File: config.mk
export PLATFORM = sky130hd
export DESIGN_NAME = trap_unit_multi
export DESIGN_NICKNAME = d
export VERILOG_FILES = /design/src/rtl/trap_unit_multi.sv
export SDC_FILE = /design/constraint.sdc
export NUM_CORES = 1
export LEC_CHECK = 0
export ABC_AREA = 1
export BUFFER_PORTS_ARGS = -buffer_cell sky130_fd_sc_hd__buf_2
export CAP_MARGIN = 20
export CORE_AREA = 2 2 118 143
export CTS_BUF_LIST = sky130_fd_sc_hd__clkbuf_16
export CTS_CLUSTER_SIZE = 24
export DETAILED_ROUTE_END_ITERATION = 7
export DIE_AREA = 0 0 120 145
export GPL_TIMING_DRIVEN = 0
export PLACE_DENSITY = 0.95
export SYNTH_ARGS = -nofsm -noshare
export SYNTH_HDL_FRONTEND = slang
export SYNTH_SLANG_ARGS = --single-unit
File: constraint.sdc
create_clock -name iCLK -period 7.4 [get_ports iCLK]
set_input_delay 0 -clock iCLK [delete_from_list [all_inputs] [get_ports iCLK]]
set_output_delay 0 -clock iCLK [all_outputs]
set_load 0.02 [all_outputs]
File: src/rtl/trap_unit_multi.sv
`default_nettype none
// ============================================================================
// Module  : trap_unit_multi
// Brief   : Prioritised exception/trap sequencer with uepc/ucause/utval and uret
// Revision: 1.0 - initial release
// ============================================================================
module trap_unit_multi #(
    parameter int              XLEN        = 32,
    parameter int              NSRC        = 7,
    parameter logic [XLEN-1:0] TEXT_BASE   = 32'h0040_0000,
    parameter logic [XLEN-1:0] TEXT_END    = 32'h0040_0FFC,
    parameter bit              DOUBLE_HALT = 1'b1
) (
    input  logic            iCLK,
    input  logic            iRST,
    input  logic [XLEN-1:0] iPC,
    input  logic            iFetchCheck,
    input  logic [NSRC-1:0] iExcReq,
    input  logic [XLEN-1:0] iExcTval,
    input  logic            iUret,
    input  logic [XLEN-1:0] iUtvec,
    input  logic            iCsrWe,
    input  logic [11:0]     iCsrAddr,
    input  logic [XLEN-1:0] iCsrWData,
    output logic [XLEN-1:0] oCsrRData,
    output logic            oTrapTake,
    output logic [XLEN-1:0] oTargetPC,
    output logic            oBusy,
    output logic            oInHandler,
    output logic            oDoubleFault,
    output logic [XLEN-1:0] oUepc,
    output logic [XLEN-1:0] oUcause,
    output logic [XLEN-1:0] oUtval
);

    localparam logic [11:0] c_ADDR_UEPC   = 12'h041;
    localparam logic [11:0] c_ADDR_UCAUSE = 12'h042;
    localparam logic [11:0] c_ADDR_UTVAL  = 12'h043;

    typedef enum logic [1:0] {
        S_IDLE     = 2'd0,
        S_REDIRECT = 2'd1,
        S_HALT     = 2'd2
    } state_t;

    state_t r_state;
    state_t w_nextState;

    logic [XLEN-1:0] r_uepc;
    logic [XLEN-1:0] r_ucause;
    logic [XLEN-1:0] r_utval;
    logic [XLEN-1:0] r_target;
    logic            r_inHandler;
    logic            r_doubleFault;

    logic            w_fetchMis;
    logic            w_fetchRange;
    logic            w_fetchFault;
    logic            w_extAny;
    logic [XLEN-1:0] w_extCause;
    logic [XLEN-1:0] w_cause;
    logic            w_trap;
    logic [XLEN-1:0] w_trapTval;
    logic [XLEN-1:0] w_vecBase;
    logic [XLEN-1:0] w_trapTarget;

    assign w_fetchMis   = iFetchCheck && (iPC[1:0] != 2'b00);
    assign w_fetchRange = iFetchCheck && ((iPC < TEXT_BASE) || (iPC > TEXT_END));
    assign w_fetchFault = w_fetchMis || w_fetchRange;
    assign w_extAny     = |iExcReq;

    // Scan from lowest priority up so the lowest set index is the survivor.
    always_comb begin
        w_extCause = '0;
        for (int k = NSRC - 1; k >= 0; k--) begin
            if (iExcReq[k]) begin
                w_extCause = XLEN'(k) + XLEN'(2);
            end
        end
    end

    always_comb begin
        w_cause = w_extCause;
        if (w_fetchMis) begin
            w_cause = '0;
        end else if (w_fetchRange) begin
            w_cause = XLEN'(1);
        end
    end

    assign w_trap       = (r_state == S_IDLE) && (w_fetchFault || w_extAny);
    assign w_trapTval   = w_fetchFault ? iPC : iExcTval;
    assign w_vecBase    = iUtvec & ~XLEN'(3);
    assign w_trapTarget = w_vecBase + (iUtvec[0] ? (w_cause << 2) : '0);

    always_ff @(posedge iCLK) begin
        if (iRST) begin
            r_state <= S_IDLE;
        end else begin
            r_state <= w_nextState;
        end
    end

    always_comb begin
        w_nextState = r_state;
        case (r_state)
            S_IDLE: begin
                if (w_trap) begin
                    w_nextState = (DOUBLE_HALT && r_inHandler) ? S_HALT : S_REDIRECT;
                end else if (iUret) begin
                    w_nextState = S_REDIRECT;
                end
            end
            S_REDIRECT: w_nextState = S_IDLE;
            S_HALT:     w_nextState = S_HALT;
            default:    w_nextState = S_IDLE;
        endcase
    end

    // Trap capture takes precedence over any CSR write landing in the same cycle.
    always_ff @(posedge iCLK) begin
        if (iRST) begin
            r_uepc        <= '0;
            r_ucause      <= '0;
            r_utval       <= '0;
            r_target      <= '0;
            r_inHandler   <= 1'b0;
            r_doubleFault <= 1'b0;
        end else if (r_state == S_IDLE) begin
            if (w_trap) begin
                r_uepc      <= iPC;
                r_ucause    <= w_cause;
                r_utval     <= w_trapTval;
                r_target    <= w_trapTarget;
                r_inHandler <= 1'b1;
                if (r_inHandler) begin
                    r_doubleFault <= 1'b1;
                end
            end else begin
                if (iUret) begin
                    r_target    <= r_uepc;
                    r_inHandler <= 1'b0;
                end
                if (iCsrWe) begin
                    case (iCsrAddr)
                        c_ADDR_UEPC:   r_uepc   <= iCsrWData;
                        c_ADDR_UCAUSE: r_ucause <= iCsrWData;
                        c_ADDR_UTVAL:  r_utval  <= iCsrWData;
                        default:       ;
                    endcase
                end
            end
        end
    end

    always_comb begin
        oCsrRData = '0;
        case (iCsrAddr)
            c_ADDR_UEPC:   oCsrRData = r_uepc;
            c_ADDR_UCAUSE: oCsrRData = r_ucause;
            c_ADDR_UTVAL:  oCsrRData = r_utval;
            default:       oCsrRData = '0;
        endcase
    end

    assign oTrapTake    = (r_state == S_REDIRECT);
    assign oBusy        = (r_state != S_IDLE);
    assign oTargetPC    = r_target;
    assign oInHandler   = r_inHandler;
    assign oDoubleFault = r_doubleFault;
    assign oUepc        = r_uepc;
    assign oUcause      = r_ucause;
    assign oUtval       = r_utval;

endmodule
`default_nettype wire

==> impl_metrics.ini <==
[synth]
avgSynthCellArea_um2 = 5.87
synth_top_family_by_area = simple AND/OR/NAND/NOR gates
synth_seq_cells = 132
synth_xor_area_share_pct = 1.75
synthSimpleGateAreaFrac_pct = 45.8
synth_seq_area_share_pct = 31.1
synth_fa_ha_area_share_pct = 0.825
async_flop_share_pct = 0
synth_edf_count = 0
syn_inst = 1448
ys_types = 34
syn_nets = 1605
synth_warnings = 0
synth_compound_area_share_pct = 10.2
synth.mux.area_fraction_pct = 0
ys.flop_type = dfxtp_1
synth_area_um2 = 8490

[critical_path]
cp-start-kind = input port
rr_startpoint = r_state[1]
critPathRequiredTime_ns = 7.73
crit_start = iPC[1]
cp.arrival_ns = 4.55
crit_type = in -> reg
path_max_fanout = 10
cp-end-kind = flip-flop

[power]
p_sw_share_pct = 46.4
seqPwrFrac_pct = 32.0
share_comb_of_total_power_pct = 43.5
power.switching_mw = 1.62
internal-power_mw = 1.87
p_clk_share_pct = 24.6
powerDensity_nw_per_um2 = 307
vdd_ir_drop_max_v = 0.000211
p_leak_nw = 6.12

[sta]
min_period_ns = 4.22
whs_ns = -0.00240
max-slew-margin-rel_pct = 41.3
skew_ns = 0.00960
drv_slew = 0
tightest_slew_ns = 0.875
period_share_pct = 57.0
setup_viol = 0
rsz0062_at_grt = no
fmax_ghz = 0.237
finalSetupTns_ns = 0
hold_viol = 1

[final_layout]
num-nets-final = 1982
post-route-util_pct = 70.9
area_growth_pct = 33.7
drive_gt1_share_pct = 21.3

[clock_network]
cts.clk_slew.worst_paths_ns = 0.06
numCtsBuffers = 17
cts.repair.resized = 0
cts_buffer_depth = 2
htree_levels = 4
ctsHoldBuffers = 44
cts.sinks = 132
cts_tree = done
cts_root_buffer = clkbuf_16
cts_setup_buffers = 0
clk_latency_ns = 0.43

[die]
die_h_um = 145
die_x_um = 120
core_area_um2 = 16000
die_area_um2 = 17400
row_count = 51
ios = 316
start_util_pct = 53.0

[global_routing]
antenna_found_initial = 1
grt_util_all_layers_pct = 46.2
grt_first_pass_wirelength_um = 62600
grt_pass1_vias = 11728
grt_start_max_net_pins = 17
gr-total-overflow = 0

[route]
routed_wl_um = 41300
drtIter0Drc = 1880
viasPerCell = 5.98
drtAntennaViolNets = 0
routedWlPerCell_um = 20.1
via_count = 12262
drc = 1
dr.pass1.iters = 8

[run]
cap_violations = 0

[worst_hold_path]
worstHoldStart = iPC[30]
hold_class = in -> reg

[placement]
dp_hpwl_um = 31000
gp_congestion = 1.02
portBuffers = 314

[status]
violations = DRC, hold timing
status = complete, but fails checks
## through the flow
| step | total power, mW | hold WS, ns | instance area, um2 | cells | setup slack (ns) |
|---|---|---|---|---|---|
| after detailed placement | 2.53 | 0.340 | 10300 | 1974 | 3.53 |
| after global routing | 3.62 | 0.0257 | 11400 | 2051 | 3.04 |
| after CTS | 3.40 | 0.00361 | 11400 | 2050 | 3.40 |
| after global placement | 2.50 | 0.338 | 10300 | 1974 | 3.57 |
| final | 3.49 | -0.00240 | 11400 | 2051 | 3.18 |
| after floorplan | 1.95 | 0.201 | 8490 | 1448 | 4.74 |
## cell usage after synthesis (11+ instances only)
master,number,area [um2]
buf_4,13,97.6
o211ai_1,12,90.1
a21oi_1,18,90.1
o21ai_1,18,90.1
nor2_1,210,788
nor3_1,41,205
nand2_1,404,1520
nand4_1,11,68.8
dfxtp_1,132,2640
o21ai_0,116,581
xnor2_1,11,96.3
clkbuf_1,54,203
buf_2,17,85.1
inv_1,117,439
nand3_1,228,1140
## power groups by stage
stage | sequential [mW] | clock [mW] | combinational [mW]
floorplan | 1.25 | 0 | 0.707
global placement | 1.10 | 0 | 1.40
detailed placement | 1.10 | 0 | 1.43
CTS | 1.09 | 0.843 | 1.47
global route | 1.11 | 0.876 | 1.63
finish | 1.12 | 0.858 | 1.52
## metal layers
layer | global-route usage (%) | routed length, um | vias to the layer above
li1 | - | - | 5427
met1 | 51.4 | 13500 | 5357
met2 | 72.9 | 18300 | 1103
met3 | 11.8 | 5310 | 375
met4 | 39.1 | 4250 | 0
met5 | 0 | 0 | -
## placed cells by master, fill, tap and decap left out, types with 41 or more instances in the layout
cell / count
buf_2: 331
inv_1: 117
dlygate4sd3_1: 44
nor3_1: 41
o21ai_0: 116
nand2_1: 404
clkbuf_1: 54
dfxtp_1: 132
nor2_1: 210
nand3_1: 228
## registers in the layout, indices dropped and copies added, names as in the netlist
signal / cells
oDoubleFault: 1
oInHandler: 1
oTargetPC: 32
oUcause: 32
oUepc: 32
oUtval: 32
r_state: 2
## kinds of logic after synthesis
| family | Yosys count |
|---|---|
| and+or+nand+nor | 915 |
| adders and majority gates | 5 |
| xor gates and xnor gates | 17 |
| buffers and inverters | 213 |
| AOI/OAI and AO/OA | 166 |
| DFF | 132 |
## layout make-up
type                    count  area (um2)
diodes                      1        2.50
clock buffers              17         425
plain buffers              92         424
multi-input cells        1103        4970
well taps                 212         265
inverters                 121         454
flip-flops and latches    132        2640
fillers                  1408        4660
clock inverters            15         159
repair buffers            358        2010
## final timing paths
check,to,slack (ns),depth (start not counted)
hold reg to reg,oDoubleFault,0.45,2
setup / recovery,oTargetPC[28],3.18,18
hold / removal,oUepc[30],-0.002,5
setup reg to reg,oUepc[11],4.93,8
## critical path, stage by stage
cell	delay (ns)
dlygate4sd3_1	0.57
buf_2	0.16
o21ai_1	0.68
nand2_1	0.49
buf_2	0.34
nor3_1	0.32
fa_1	0.32
inv_1	0.05
o21ai_0	0.54
nand2_1	0.28
nor2_1	0.30
nand2_1	0.09
nand2_1	0.06
nand2_1	0.05
nand3_1	0.08
nand2_1	0.07
nor2_1	0.09
nor2_1	0.05
Power figures use the tool's default switching activity.
